## config.mk

```make
export PLATFORM = sky130hd
export DESIGN_NAME = easyaxi_mst_wr_data
export DESIGN_NICKNAME = d
export VERILOG_FILES = /design/src/rtl/easyaxi_mst_wr_data_pkg.sv /design/src/rtl/easyaxi_sync_fifo.sv /design/src/rtl/easyaxi_mst_wr_data.sv
export SDC_FILE = /design/constraint.sdc
export NUM_CORES = 1
export LEC_CHECK = 0
export CAP_MARGIN = 20
export CORE_MARGIN = 10
export CORE_UTILIZATION = 55
export DETAILED_ROUTE_END_ITERATION = 10
export PLACE_DENSITY_LB_ADDON = 0.2
export SYNTH_ARGS = -nofsm -noshare
export SYNTH_HDL_FRONTEND = slang
export SYNTH_SLANG_ARGS = --single-unit
```

## constraint.sdc

```tcl
create_clock -name clk -period 4.9 [get_ports clk]
set_clock_uncertainty 0.2 [all_clocks]
set_input_delay 0.49 -clock clk [delete_from_list [all_inputs] [get_ports clk]]
set_output_delay 0.49 -clock clk [all_outputs]
set_load 0.01 [all_outputs]
```

## src/rtl/easyaxi_mst_wr_data_pkg.sv

```systemverilog
// Shared AXI widths, W-channel command record and beat address/strobe/data helpers
// for the EasyAXI write-master W-channel generator.
package easyaxi_mst_wr_data_pkg;

  localparam int AXI_ID_W        = 4;
  localparam int AXI_ADDR_W      = 32;
  localparam int AXI_LEN_W       = 8;
  localparam int AXI_SIZE_W      = 3;
  localparam int AXI_BURST_W     = 2;
  localparam int AXI_DATA_W      = 32;
  localparam int AXI_USER_W      = 8;
  localparam int AXI_WDATA_PAT_W = 32;
  localparam int AXI_STRB_W      = AXI_DATA_W / 8;
  localparam int AXI_STRB_LG     = $clog2(AXI_STRB_W);

  localparam logic [AXI_BURST_W-1:0] AXI_BURST_FIXED = 2'b00;
  localparam logic [AXI_BURST_W-1:0] AXI_BURST_INCR  = 2'b01;
  localparam logic [AXI_BURST_W-1:0] AXI_BURST_WRAP  = 2'b10;

  localparam logic [AXI_ADDR_W-1:0] AXI_ADDR_ONE = 1;

  typedef struct packed {
    logic [AXI_ID_W-1:0]    id;
    logic [AXI_ADDR_W-1:0]  addr;
    logic [AXI_LEN_W-1:0]   len;
    logic [AXI_SIZE_W-1:0]  size;
    logic [AXI_BURST_W-1:0] burst;
  } aw_cmd_t;

  localparam int AW_CMD_W = $bits(aw_cmd_t);

  typedef enum logic [0:0] {
    WD_IDLE = 1'b0,
    WD_DATA = 1'b1
  } wd_state_e;

  function automatic logic [AXI_ADDR_W-1:0] axi_size_bytes(input logic [AXI_SIZE_W-1:0] size);
    return AXI_ADDR_ONE << size;
  endfunction

  function automatic logic [AXI_ADDR_W-1:0] axi_align(input logic [AXI_ADDR_W-1:0] addr,
                                                     input logic [AXI_SIZE_W-1:0] size);
    return addr & ~(axi_size_bytes(size) - AXI_ADDR_ONE);
  endfunction

  // Address of the beat following 'addr'; reserved burst encoding behaves as INCR.
  function automatic logic [AXI_ADDR_W-1:0] axi_next_addr(input logic [AXI_ADDR_W-1:0]  addr,
                                                         input logic [AXI_LEN_W-1:0]   len,
                                                         input logic [AXI_SIZE_W-1:0]  size,
                                                         input logic [AXI_BURST_W-1:0] burst);
    logic [AXI_ADDR_W-1:0] bytes;
    logic [AXI_ADDR_W-1:0] wrap_bytes;
    logic [AXI_ADDR_W-1:0] boundary;
    logic [AXI_ADDR_W-1:0] nxt;
    bytes      = axi_size_bytes(size);
    wrap_bytes = ({{(AXI_ADDR_W-AXI_LEN_W){1'b0}}, len} + AXI_ADDR_ONE) << size;
    boundary   = addr & ~(wrap_bytes - AXI_ADDR_ONE);
    case (burst)
      AXI_BURST_FIXED: nxt = addr;
      AXI_BURST_WRAP:  nxt = boundary + ((addr + bytes) & (wrap_bytes - AXI_ADDR_ONE));
      default:         nxt = axi_align(addr, size) + bytes;
    endcase
    return nxt;
  endfunction

  function automatic logic [AXI_STRB_W-1:0] axi_wstrb(input logic [AXI_ADDR_W-1:0] addr,
                                                     input logic [AXI_SIZE_W-1:0] size);
    logic [AXI_ADDR_W-1:0] al;
    logic [AXI_STRB_W-1:0] s;
    int lo;
    int hi;
    al = axi_align(addr, size);
    lo = int'(addr[AXI_STRB_LG-1:0]);
    hi = int'(al[AXI_STRB_LG-1:0]) + (1 << size) - 1;
    for (int i = 0; i < AXI_STRB_W; i++) begin
      s[i] = (i >= lo) && (i <= hi);
    end
    if (int'(size) >= AXI_STRB_LG) s = '1;
    return s;
  endfunction

  function automatic logic [AXI_WDATA_PAT_W-1:0] axi_wdata_word(input logic [AXI_ID_W-1:0]   id,
                                                               input logic [AXI_LEN_W-1:0]  beat,
                                                               input logic [AXI_ADDR_W-1:0] addr);
    logic [7:0] id8;
    logic [7:0] beat8;
    id8   = 8'(id);
    beat8 = 8'(beat);
    return {id8, beat8, addr[15:0]};
  endfunction

endpackage

```

## src/rtl/easyaxi_sync_fifo.sv

```systemverilog
// Single-clock first-word-fall-through FIFO with registered full/empty/count.
module easyaxi_sync_fifo
  import easyaxi_mst_wr_data_pkg::*;
#(
  parameter int DEPTH = 16,
  parameter int WIDTH = AW_CMD_W
) (
  input  logic                     clk,
  input  logic                     rst_n,
  input  logic                     wr_en_i,
  input  logic [WIDTH-1:0]         din_i,
  input  logic                     rd_en_i,
  output logic [WIDTH-1:0]         dout_o,
  output logic                     full_o,
  output logic                     empty_o,
  output logic [$clog2(DEPTH):0]   count_o
);

  localparam int PTR_W = $clog2(DEPTH);
  localparam logic [PTR_W-1:0] PTR_ONE  = 1;
  localparam logic [PTR_W:0]   CNT_ONE  = 1;
  localparam logic [PTR_W:0]   CNT_FULL = (PTR_W+1)'(DEPTH);

  logic [WIDTH-1:0] mem_q [DEPTH];
  logic [PTR_W-1:0] wr_ptr_q, wr_ptr_d;
  logic [PTR_W-1:0] rd_ptr_q, rd_ptr_d;
  logic [PTR_W:0]   count_q, count_d;
  logic             do_wr, do_rd;

  assign full_o  = (count_q == CNT_FULL);
  assign empty_o = (count_q == '0);
  assign count_o = count_q;
  assign dout_o  = mem_q[rd_ptr_q];

  assign do_wr = wr_en_i && !full_o;
  assign do_rd = rd_en_i && !empty_o;

  always_comb begin
    wr_ptr_d = wr_ptr_q;
    rd_ptr_d = rd_ptr_q;
    count_d  = count_q;
    if (do_wr) wr_ptr_d = wr_ptr_q + PTR_ONE;
    if (do_rd) rd_ptr_d = rd_ptr_q + PTR_ONE;
    case ({do_wr, do_rd})
      2'b10:   count_d = count_q + CNT_ONE;
      2'b01:   count_d = count_q - CNT_ONE;
      default: count_d = count_q;
    endcase
  end

  always_ff @(posedge clk or negedge rst_n) begin
    if (!rst_n) begin
      wr_ptr_q <= '0;
      rd_ptr_q <= '0;
      count_q  <= '0;
    end else begin
      wr_ptr_q <= wr_ptr_d;
      rd_ptr_q <= rd_ptr_d;
      count_q  <= count_d;
    end
  end

  // Storage carries no reset; only pointers and count define what is valid.
  always_ff @(posedge clk) begin
    if (do_wr) mem_q[wr_ptr_q] <= din_i;
  end

endmodule

```

## src/rtl/easyaxi_mst_wr_data.sv

```systemverilog
// W-channel beat generator: snoops accepted AW commands, queues them in order and
// emits each burst with predictable WDATA/WSTRB/WLAST/WUSER.
module easyaxi_mst_wr_data
  import easyaxi_mst_wr_data_pkg::*;
#(
  parameter int OST_DEPTH = 16
) (
  input  logic                        clk,
  input  logic                        rst_n,
  input  logic                        axi_mst_awvalid,
  input  logic                        axi_mst_awready,
  input  logic [AXI_ID_W-1:0]         axi_mst_awid,
  input  logic [AXI_ADDR_W-1:0]       axi_mst_awaddr,
  input  logic [AXI_LEN_W-1:0]        axi_mst_awlen,
  input  logic [AXI_SIZE_W-1:0]       axi_mst_awsize,
  input  logic [AXI_BURST_W-1:0]      axi_mst_awburst,
  output logic                        aw_allow,
  output logic                        axi_mst_wvalid,
  input  logic                        axi_mst_wready,
  output logic [AXI_DATA_W-1:0]       axi_mst_wdata,
  output logic [AXI_DATA_W/8-1:0]     axi_mst_wstrb,
  output logic                        axi_mst_wlast,
  output logic [AXI_USER_W-1:0]       axi_mst_wuser,
  output logic [$clog2(OST_DEPTH):0]  ost_cnt,
  output logic                        burst_done,
  output logic                        push_err
);

  localparam int CNT_W = $clog2(OST_DEPTH) + 1;
  localparam logic [CNT_W-1:0]     OST_FULL = CNT_W'(OST_DEPTH);
  localparam logic [AXI_LEN_W-1:0] LEN_ONE  = 1;
  localparam int PAT_REP = AXI_DATA_W / AXI_WDATA_PAT_W;

  wd_state_e state_q, state_d;

  logic [AXI_ID_W-1:0]    act_id_q,    act_id_d;
  logic [AXI_ADDR_W-1:0]  act_addr_q,  act_addr_d;
  logic [AXI_LEN_W-1:0]   act_len_q,   act_len_d;
  logic [AXI_SIZE_W-1:0]  act_size_q,  act_size_d;
  logic [AXI_BURST_W-1:0] act_burst_q, act_burst_d;
  logic [AXI_LEN_W-1:0]   beat_cnt_q,  beat_cnt_d;
  logic                   push_err_q,  push_err_d;
  logic                   burst_done_q, burst_done_d;

  logic           aw_hs, aw_push, w_hs, load, last_beat, in_data;
  aw_cmd_t        aw_cmd, head_cmd;
  logic [AW_CMD_W-1:0] head_bits;
  logic           fifo_full, fifo_empty;
  logic [CNT_W-1:0] fifo_count;

  // Outstanding credit covers queued plus in-flight bursts, so the write
  // controller can never hold more than OST_DEPTH bursts awaiting W.
  assign in_data  = (state_q == WD_DATA);
  assign ost_cnt  = fifo_count + CNT_W'(in_data);
  assign aw_allow = (ost_cnt < OST_FULL);

  assign aw_hs   = axi_mst_awvalid && axi_mst_awready;
  assign aw_push = aw_hs && aw_allow && !fifo_full;
  assign aw_cmd  = '{id: axi_mst_awid, addr: axi_mst_awaddr, len: axi_mst_awlen,
                     size: axi_mst_awsize, burst: axi_mst_awburst};
  assign head_cmd = aw_cmd_t'(head_bits);

  easyaxi_sync_fifo #(
    .DEPTH (OST_DEPTH),
    .WIDTH (AW_CMD_W)
  ) u_cmd_fifo (
    .clk     (clk),
    .rst_n   (rst_n),
    .wr_en_i (aw_push),
    .din_i   (aw_cmd),
    .rd_en_i (load),
    .dout_o  (head_bits),
    .full_o  (fifo_full),
    .empty_o (fifo_empty),
    .count_o (fifo_count)
  );

  assign last_beat = (beat_cnt_q == act_len_q);
  assign w_hs      = axi_mst_wvalid && axi_mst_wready;

  always_comb begin
    state_d = state_q;
    load    = 1'b0;
    case (state_q)
      WD_IDLE: begin
        if (!fifo_empty) begin
          load    = 1'b1;
          state_d = WD_DATA;
        end
      end
      WD_DATA: begin
        if (w_hs && last_beat) begin
          if (!fifo_empty) load = 1'b1;
          else             state_d = WD_IDLE;
        end
      end
      default: state_d = WD_IDLE;
    endcase
  end

  always_comb begin
    act_id_d     = act_id_q;
    act_addr_d   = act_addr_q;
    act_len_d    = act_len_q;
    act_size_d   = act_size_q;
    act_burst_d  = act_burst_q;
    beat_cnt_d   = beat_cnt_q;
    push_err_d   = push_err_q || (aw_hs && !aw_allow);
    burst_done_d = w_hs && last_beat;
    if (load) begin
      act_id_d    = head_cmd.id;
      act_addr_d  = head_cmd.addr;
      act_len_d   = head_cmd.len;
      act_size_d  = head_cmd.size;
      act_burst_d = head_cmd.burst;
      beat_cnt_d  = '0;
    end else if (w_hs && !last_beat) begin
      beat_cnt_d = beat_cnt_q + LEN_ONE;
      act_addr_d = axi_next_addr(act_addr_q, act_len_q, act_size_q, act_burst_q);
    end
  end

  always_ff @(posedge clk or negedge rst_n) begin
    if (!rst_n) begin
      state_q      <= WD_IDLE;
      act_id_q     <= '0;
      act_addr_q   <= '0;
      act_len_q    <= '0;
      act_size_q   <= '0;
      act_burst_q  <= '0;
      beat_cnt_q   <= '0;
      push_err_q   <= 1'b0;
      burst_done_q <= 1'b0;
    end else begin
      state_q      <= state_d;
      act_id_q     <= act_id_d;
      act_addr_q   <= act_addr_d;
      act_len_q    <= act_len_d;
      act_size_q   <= act_size_d;
      act_burst_q  <= act_burst_d;
      beat_cnt_q   <= beat_cnt_d;
      push_err_q   <= push_err_d;
      burst_done_q <= burst_done_d;
    end
  end

  // Payload is gated so every W output reads zero outside an active burst.
  assign axi_mst_wvalid = in_data;
  assign axi_mst_wlast  = in_data && last_beat;
  assign axi_mst_wstrb  = in_data ? axi_wstrb(act_addr_q, act_size_q) : '0;
  assign axi_mst_wdata  = in_data ? {PAT_REP{axi_wdata_word(act_id_q, beat_cnt_q, act_addr_q)}} : '0;
  assign axi_mst_wuser  = in_data ? AXI_USER_W'(act_id_q) : '0;
  assign burst_done     = burst_done_q;
  assign push_err       = push_err_q;

endmodule

```

Word level (Yosys, flattened, before mapping)

Memory sizes are Yosys's and may differ from the RTL's.
Index checks and enable logic that the tools add are counted.

$add $sub $neg: 14
$mul: 0
Divide/modulo/power cells: 0
$lt $le $gt $ge: 9
Equality and inequality tests: 6
Shift operators: 2
Muxes and demuxes: 17
Bitwise operators: 6
Reduce and logical (&&, ||, !) cells: 23

Operator list:

| cell                                                                              | number |
|---|---|
| 32-bit adder                                                                      | 3 |
| 32-bit AND                                                                        | 3 |
| 3-bit by 32-bit less-or-equal comparator with 1-bit output (first input constant) | 2 |
| 32-bit 2-to-1 mux                                                                 | 2 |
| 32-bit NOT                                                                        | 2 |
| 32-bit one-hot mux with 2 select lines                                            | 1 |
| 32-bit by 1-bit subtractor with 32-bit output (second input constant)             | 2 |
| 3-bit by 32-bit adder with 32-bit output                                          | 1 |
| 1-bit by 32-bit less-or-equal comparator with 1-bit output (first input constant) | 1 |
| 2-bit by 32-bit less-or-equal comparator with 1-bit output (first input constant) | 1 |
| 1-bit by 3-bit << shifter with 32-bit output (first input constant)               | 1 |
| 9-bit by 3-bit << shifter with 32-bit output                                      | 1 |
| 32-bit by 2-bit subtractor with 32-bit output (second input constant)             | 1 |
| 28-bit 2-to-1 mux                                                                 | 1 |
| 8-bit 2-to-1 mux                                                                  | 2 |
| 1-bit logical AND                                                                 | 13 |
| 4-bit 2-to-1 mux                                                                  | 3 |
| 5-bit one-hot mux with 2 select lines                                             | 1 |
| 8-bit by 1-bit adder with 9-bit output (second input constant)                    | 1 |
| 4-bit by 1-bit adder with 4-bit output (second input constant)                    | 2 |
| 8-bit by 1-bit adder with 8-bit output (second input constant)                    | 1 |
| 8-bit equality test                                                               | 1 |
| 5-bit by 1-bit adder with 5-bit output                                            | 1 |
| 5-bit by 1-bit adder with 5-bit output (second input constant)                    | 1 |
| other kinds (18)                                                                  | 29 |

Bits in registers: 73
Bits in latches: 0
Memory bits (writable): 784
Memory bits (read-only): 0
Input bits: 54
Word-level logic and storage cells: 90
Memories kept: 1

Memories:

| memory           | words | width | read ports | clocked after Yosys merged registers in | write ports | RTL line                | text |
|---|---|---|---|---|---|---|---|
| u_cmd_fifo.mem_q | 16    | 49    | 1          | 0                                       | 1           | easyaxi_sync_fifo.sv:24 | `logic [WIDTH-1:0] mem_q [DEPTH];` |

Depth between registers and ports, before layout

Depth in word-level cells: 10
Gate-level depth with buffers: 21
Gate-level depth less buffers: 19

Modules after synthesis

A second synthesis with hierarchy kept.

Cells, all modules: 2282
Area total of the unflattened synthesis: 36538.8 µm²

Modules (own cells, without submodules):

| module              | times used | cells each | area each (µm²) | seq. area each (µm²) |
|---|---|---|---|---|
| easyaxi_sync_fifo   | 1          | 1548       | 30895.9         | 23867.9 |
| easyaxi_mst_wr_data | 1          | 734        | 5642.9          | 1101.1 |

Least setup slack after synthesis

OpenSTA, ideal clock, no wires.

Path kind: register to register
From: reg state_q (netlist: axi_mst_wvalid)
To: mem u_cmd_fifo.mem_q[3][0] in the netlist's numbering, enable pin
Setup time: 464 ps
Arrival: 4209 ps
Required time: 4236 ps
Slack: 27 ps
Cell stages (with the launch flop): 9
Cells stage by stage: dfrtp_1 -> ha_1 -> ha_1 -> nand3_1 -> xor2_1 -> and3_1 -> clkbuf_1 -> nand2_1 -> nor3_1

Word-level cells in the longest chain between the ends: 7

Ends and longest elaborated chain:

| element                                | RTL line                   | text |
|---|---|---|
| from (decl)                            | easyaxi_mst_wr_data.sv:34  | `wd_state_e state_q, state_d;` |
| from (signal assigned)                 | easyaxi_mst_wr_data.sv:135 | `state_q <= state_d;` |
| 5-bit by 1-bit adder with 5-bit output | easyaxi_mst_wr_data.sv:54  | `assign ost_cnt = fifo_count + CNT_W'(in_data);` |
| 5-bit less-than comparator             | easyaxi_mst_wr_data.sv:55  | `assign aw_allow = (ost_cnt < OST_FULL);` |
| net aw_allow                           | easyaxi_mst_wr_data.sv:17  | `output logic aw_allow,` |
| 1-bit logical AND (2 in a row)         | easyaxi_mst_wr_data.sv:58  | `assign aw_push = aw_hs && aw_allow && !fifo_full;` |
| 1-bit logical AND                      | easyaxi_sync_fifo.sv:35    | `assign do_wr = wr_en_i && !full_o;` |
| 1-bit 2-to-1 mux                       | easyaxi_sync_fifo.sv:65    | `if (do_wr) mem_q[wr_ptr_q] <= din_i;` |
| 1-bit 2-to-1 mux (not written as such) | easyaxi_sync_fifo.sv:65    |  |
| to (decl)                              | easyaxi_sync_fifo.sv:24    |  |

The timed path passes the listed nets, and every way through them passes these cells.

Final worst setup path

From: reg act_size_q[0]
To: out axi_mst_wstrb[3]

Word-level cells in the longest chain between the ends: 9

Ends and longest elaborated chain:

| element                                                    | RTL line                      | text |
|---|---|---|
| from (decl)                                                | easyaxi_mst_wr_data.sv:39     | `logic [AXI_SIZE_W-1:0] act_size_q, act_size_d;` |
| from (signal assigned)                                     | easyaxi_mst_wr_data.sv:139    | `act_size_q <= act_size_d;` |
| 1-bit by 3-bit << shifter with 32-bit output               | easyaxi_mst_wr_data_pkg.sv:74 | `hi = int'(al[AXI_STRB_LG-1:0]) + (1 << size) - 1;` |
| 32-bit by 1-bit subtractor with 32-bit output              | easyaxi_mst_wr_data_pkg.sv:43 | `return addr & ~(axi_size_bytes(size) - AXI_ADDR_ONE);` |
| 32-bit NOT                                                 | easyaxi_mst_wr_data_pkg.sv:43 |  |
| 32-bit AND                                                 | easyaxi_mst_wr_data_pkg.sv:43 |  |
| 3-bit by 32-bit adder with 32-bit output                   | easyaxi_mst_wr_data_pkg.sv:74 |  |
| 32-bit by 2-bit subtractor with 32-bit output              | easyaxi_mst_wr_data_pkg.sv:74 |  |
| 3-bit by 32-bit less-or-equal comparator with 1-bit output | easyaxi_mst_wr_data_pkg.sv:76 | `s[i] = (i >= lo) && (i <= hi);` |
| 4-bit 2-to-1 mux (*)                                       | easyaxi_mst_wr_data_pkg.sv:78 | `if (int'(size) >= AXI_STRB_LG) s = '1;` |
| 4-bit 2-to-1 mux (*)                                       | easyaxi_mst_wr_data.sv:150    | `assign axi_mst_wstrb = in_data ? axi_wstrb(act_addr_q, act_size_q) : '0;` |
| to (decl)                                                  | easyaxi_mst_wr_data.sv:21     | `output logic [AXI_DATA_W/8-1:0] axi_mst_wstrb,` |

Every way passes the cells marked *; elsewhere a longest branch is shown, timed or not.

==> summary.txt <==
Yosys
  – Syn avg cell area: 16.5 µm²
  – Compound-Gate Fraction of Synth Area: 0.0541
  – Sequential-to-total area share from yosys stat: 0.656
  – Main combinational cell family by area after synthesis: multiplexers
  – Multiplexer share of the synthesized area: 0.152
  – Ys flop type: edfxtp_1
  – Async SR Flop Fraction: 0.0974
  – Adder-cell area share of the yosys netlist: 0.0227
  – Yosys warnings: 0
  – Post-synth EDFFs: roughly 530
  – Synthesized cell area: 26300 µm²
  – Synth unique cells: 88
  – Post-synthesis register bit count: 585
  – Synth Instances: between 1500 and 2000
  – Simple-Gate Fraction of Synth Area: 0.0673
  – Xor and xnor fraction of the mapped netlist area: 0.0242

Floorplan
  – Die ar.: 57000 µm²
  – IO Count: 108
  – Die width: 239 µm
  – Initial Util: 0.554
  – Core area: about 48000 µm²
  – Row Count: 80
  – Chip height: 239 µm

Layout
  – Fin util: 0.629
  – Cell Count, Final, Fillers Out: 2363
  – Fill count: 3338
  – Commonest non-fill, non-tap cells in the layout: 528 x edfxtp_1, 165 x mux4_2, 81 x nand2_1
  – Most common cell after layout, fill and taps aside: edfxtp_1
  – Area grow syn2layout: 13.5%
  – Nets: 1802
  – Layout cell share with drive strength beyond 1: 0.218

Flow run
  – MaxCap Viol Count: 0

STA
  – Final worst path period share: 0.955
  – Final setup violation count: 0
  – Worst-margin pin slew: about 0.9 ns
  – Final Max Slew Viols: 0
  – Worst relative slew slack: 0.398
  – Min Tclk post-route: 4.68 ns
  – Setup TNS: 0 ns
  – Final hold vios: 0
  – RSZ-0062 raised after global routing: false
  – Final setup margin: 0.223 ns
  – Max Freq: roughly 0.21 GHz

Setup path
  – CP peak stage delay: 0.45 ns
  – Reg-to-Reg Start: act_size_q[0]$_DFFE_PN0P_
  – Reg2Reg Capture Point: act_addr_q[11]$_DFFE_PN0P_
  – CP Cell Sequence: buf_4 -> nor3b_2 -> buf_4 -> a21o_1 -> ha_1 -> a21oi_1 -> o21ai_2 -> a21oi_1 -> o21ai_1 -> and2_4 -> nor2_1 -> o21a_1 -> ha_1 -> nand3b_1 -> a21oi_2 -> nand2_1 -> o21a_1 -> dlygate4sd2_1
  – Crit path max fanout: 5
  – R2R Setup Slk: approximately 0.23 ns
  – Worst Path Arrival: approximately 4.0 ns
  – CP max-delay cell: dfrtp_2
  – Worst Path Required: between 4 and 5 ns
  – Buf/Inv on CP: 3
  – Top delay family on crit path: compound AO/OA/AOI/OAI gates
  – CP Class: register to output pin
  – Startpoint Class: register
  – Reg2reg path depth: 14
  – Crit end category: output pin

Routing
  – Routed WL: roughly 62000 µm
  – Vias per cell: about 6.3
  – Final ANT Viol Nets: 0
  – WL/cell: 26.3 µm
  – DR pass1 iterations: 5
  – Starting DRC count in detailed routing: about 1400
  – Routed vias: 14900
  – # DRC: 0

Place
  – IO buf count: 83
  – Cell count after placement: 2255
  – Gpl congestion: 0.889
  – Pre-CTS setup slack: roughly 0.15 ns
  – DP HPWL: 38000 µm

Clock network
  – CTS sink cnt: 585
  – H-tree depth: 2
  – Clock root cell: clkbuf_16
  – Clock-pin transition on the worst setup and hold timing paths: 0.07 ns
  – CTS buffer count: 55
  – Worst-Skew Late Latency: 0.60 ns
  – Clock Path Buffers: 3
  – Clock tree from TritonCTS: done

GRT
  – Total GRT Usage: 0.222
  – Vias in the first global route: 15200
  – Grt ovf: 0
  – Global-route wire length before repair: ~95000 µm
  – Maximum number of pins on one net before global-route repair: 65
  – Initial antenna violation count: 3

Worst hold path
  – Hold_sp: push_err$_DFF_PN0_
  – WHS Endpoint: push_err$_DFF_PN0_
  – Worst Hold Depth: 1
  – Worst min-delay path category: register to register

Outcome
  – Status: completed

Power and ir drop
  – Lkg Pwr: 9.87 nW
  – Power per Cell Area: between 500 and 600 nW/µm²
  – Worst VDD drop: 0.315 mV
  – PnR Total Power: 17.3 mW
## report_power, final
group	internal (mW)	leakage, nW	switching, mW	total (mW)
clock	2.25	0.811	1.78	4.03
combinational	3.27	3.61	3.56	6.83
sequential	5.82	5.44	0.646	6.46
## cell type report
cell class / instances / area, µm² / share of cell area
antenna: 1 / 2.50 / 0.0000837
clock buffer: 72 / 1450 / 0.0485
clock inverter: 30 / 235 / 0.00787
inverter: 42 / 158 / 0.00528
multi-input combinational: 875 / 8630 / 0.289
sequential: 585 / 17300 / 0.579
tap: 615 / 769 / 0.0257
timing repair buffer: 143 / 1350 / 0.0451
## worst max path at each step
stage                              startpoint                               end  slack [ns]  depth (start not counted)
detailed placement  act_size_q[0]$_DFFE_PN0P_                  axi_mst_wstrb[1]        0.15                         17
floorplan            axi_mst_wvalid$_DFF_PN0_  u_cmd_fifo.mem_q[3][0]$_DFFE_PP_        0.03                          8
finish              act_size_q[0]$_DFFE_PN0P_                  axi_mst_wstrb[3]        0.22                         18
global route        act_size_q[0]$_DFFE_PN0P_                  axi_mst_wstrb[2]     0.00003                         19
global placement    act_size_q[0]$_DFFE_PN0P_                  axi_mst_wstrb[1]        0.21                         17
CTS                 act_size_q[1]$_DFFE_PN0P_                  axi_mst_wstrb[1]       0.008                         17
## Yosys cell counts (9+ instances only)
cell / instances / area, µm²
nand4_1: 12 / 75.1
mux2i_1: 9 / 90.1
mux2_2: 18 / 203
dfrtp_1: 57 / 1430
mux4_2: 165 / 3720
and2_1: 34 / 213
clkbuf_1: 53 / 199
o31ai_1: 9 / 67.6
buf_4: 15 / 113
buf_1: 19 / 71.3
nor3_1: 31 / 155
nand2b_1: 9 / 56.3
o21a_1: 12 / 90.1
xor2_1: 24 / 210
nor2_1: 83 / 312
a21oi_1: 40 / 200
inv_1: 41 / 154
ha_1: 43 / 538
xnor2_1: 47 / 412
o21ai_0: 58 / 290
nand3_1: 25 / 125
a211oi_1: 11 / 82.6
nand2_1: 83 / 312
edfxtp_1: 528 / 15900
buf_2: 10 / 50.1
## routing by layer
layer	vias up	wire length, µm	global-route usage
met3	116	3950	0.0361
met5	-	22	0
met2	529	31200	0.369
met1	7689	24800	0.287
li1	6531	-	-
met4	4	2240	0.0918
## through the flow
step           area [µm²]  hold WS, ns
3_5_place_dp        28100        0.268
4_1_cts             29800        0.277
6_report            29900        0.279
3_3_place_gp        28100        0.249
2_1_floorplan       26400     -0.00559
5_1_grt             29900        0.305
## sequential cells by signal (all words and copies together), names as in the netlist
name,count
u_cmd_fifo.count_o,5
beat_cnt_q,8
act_len_q,8
act_addr_q,16
act_burst_q,2
act_id_q,4
axi_mst_wvalid,1
u_cmd_fifo.rd_ptr_q,4
burst_done,1
push_err,1
act_size_q,3
u_cmd_fifo.wr_ptr_q,4
u_cmd_fifo.mem_q,528
## kinds of logic after synthesis
| family | Yosys count |
|---|---|
| fa+ha+maj | 46 |
| other cells | 1 |
| compound gates | 211 |
| flops | 585 |
| mux | 192 |
| buf+inv | 141 |
| xor+xnor | 72 |
| simple gates | 346 |
## timing repair
| item | 4_1_cts | 5_1_grt |
|---|---|---|
| hold buffers | 1 | 0 |
| setup buffers | 2 | 2 |
| resized for setup | 12 | 13 |
| hold endpoints to repair | 25 | 0 |
| endpoints found under the setup margin | 3 | 3 |
| pin swaps | 0 | 3 |
No activity file was read; power rests on OpenSTA's default activity.
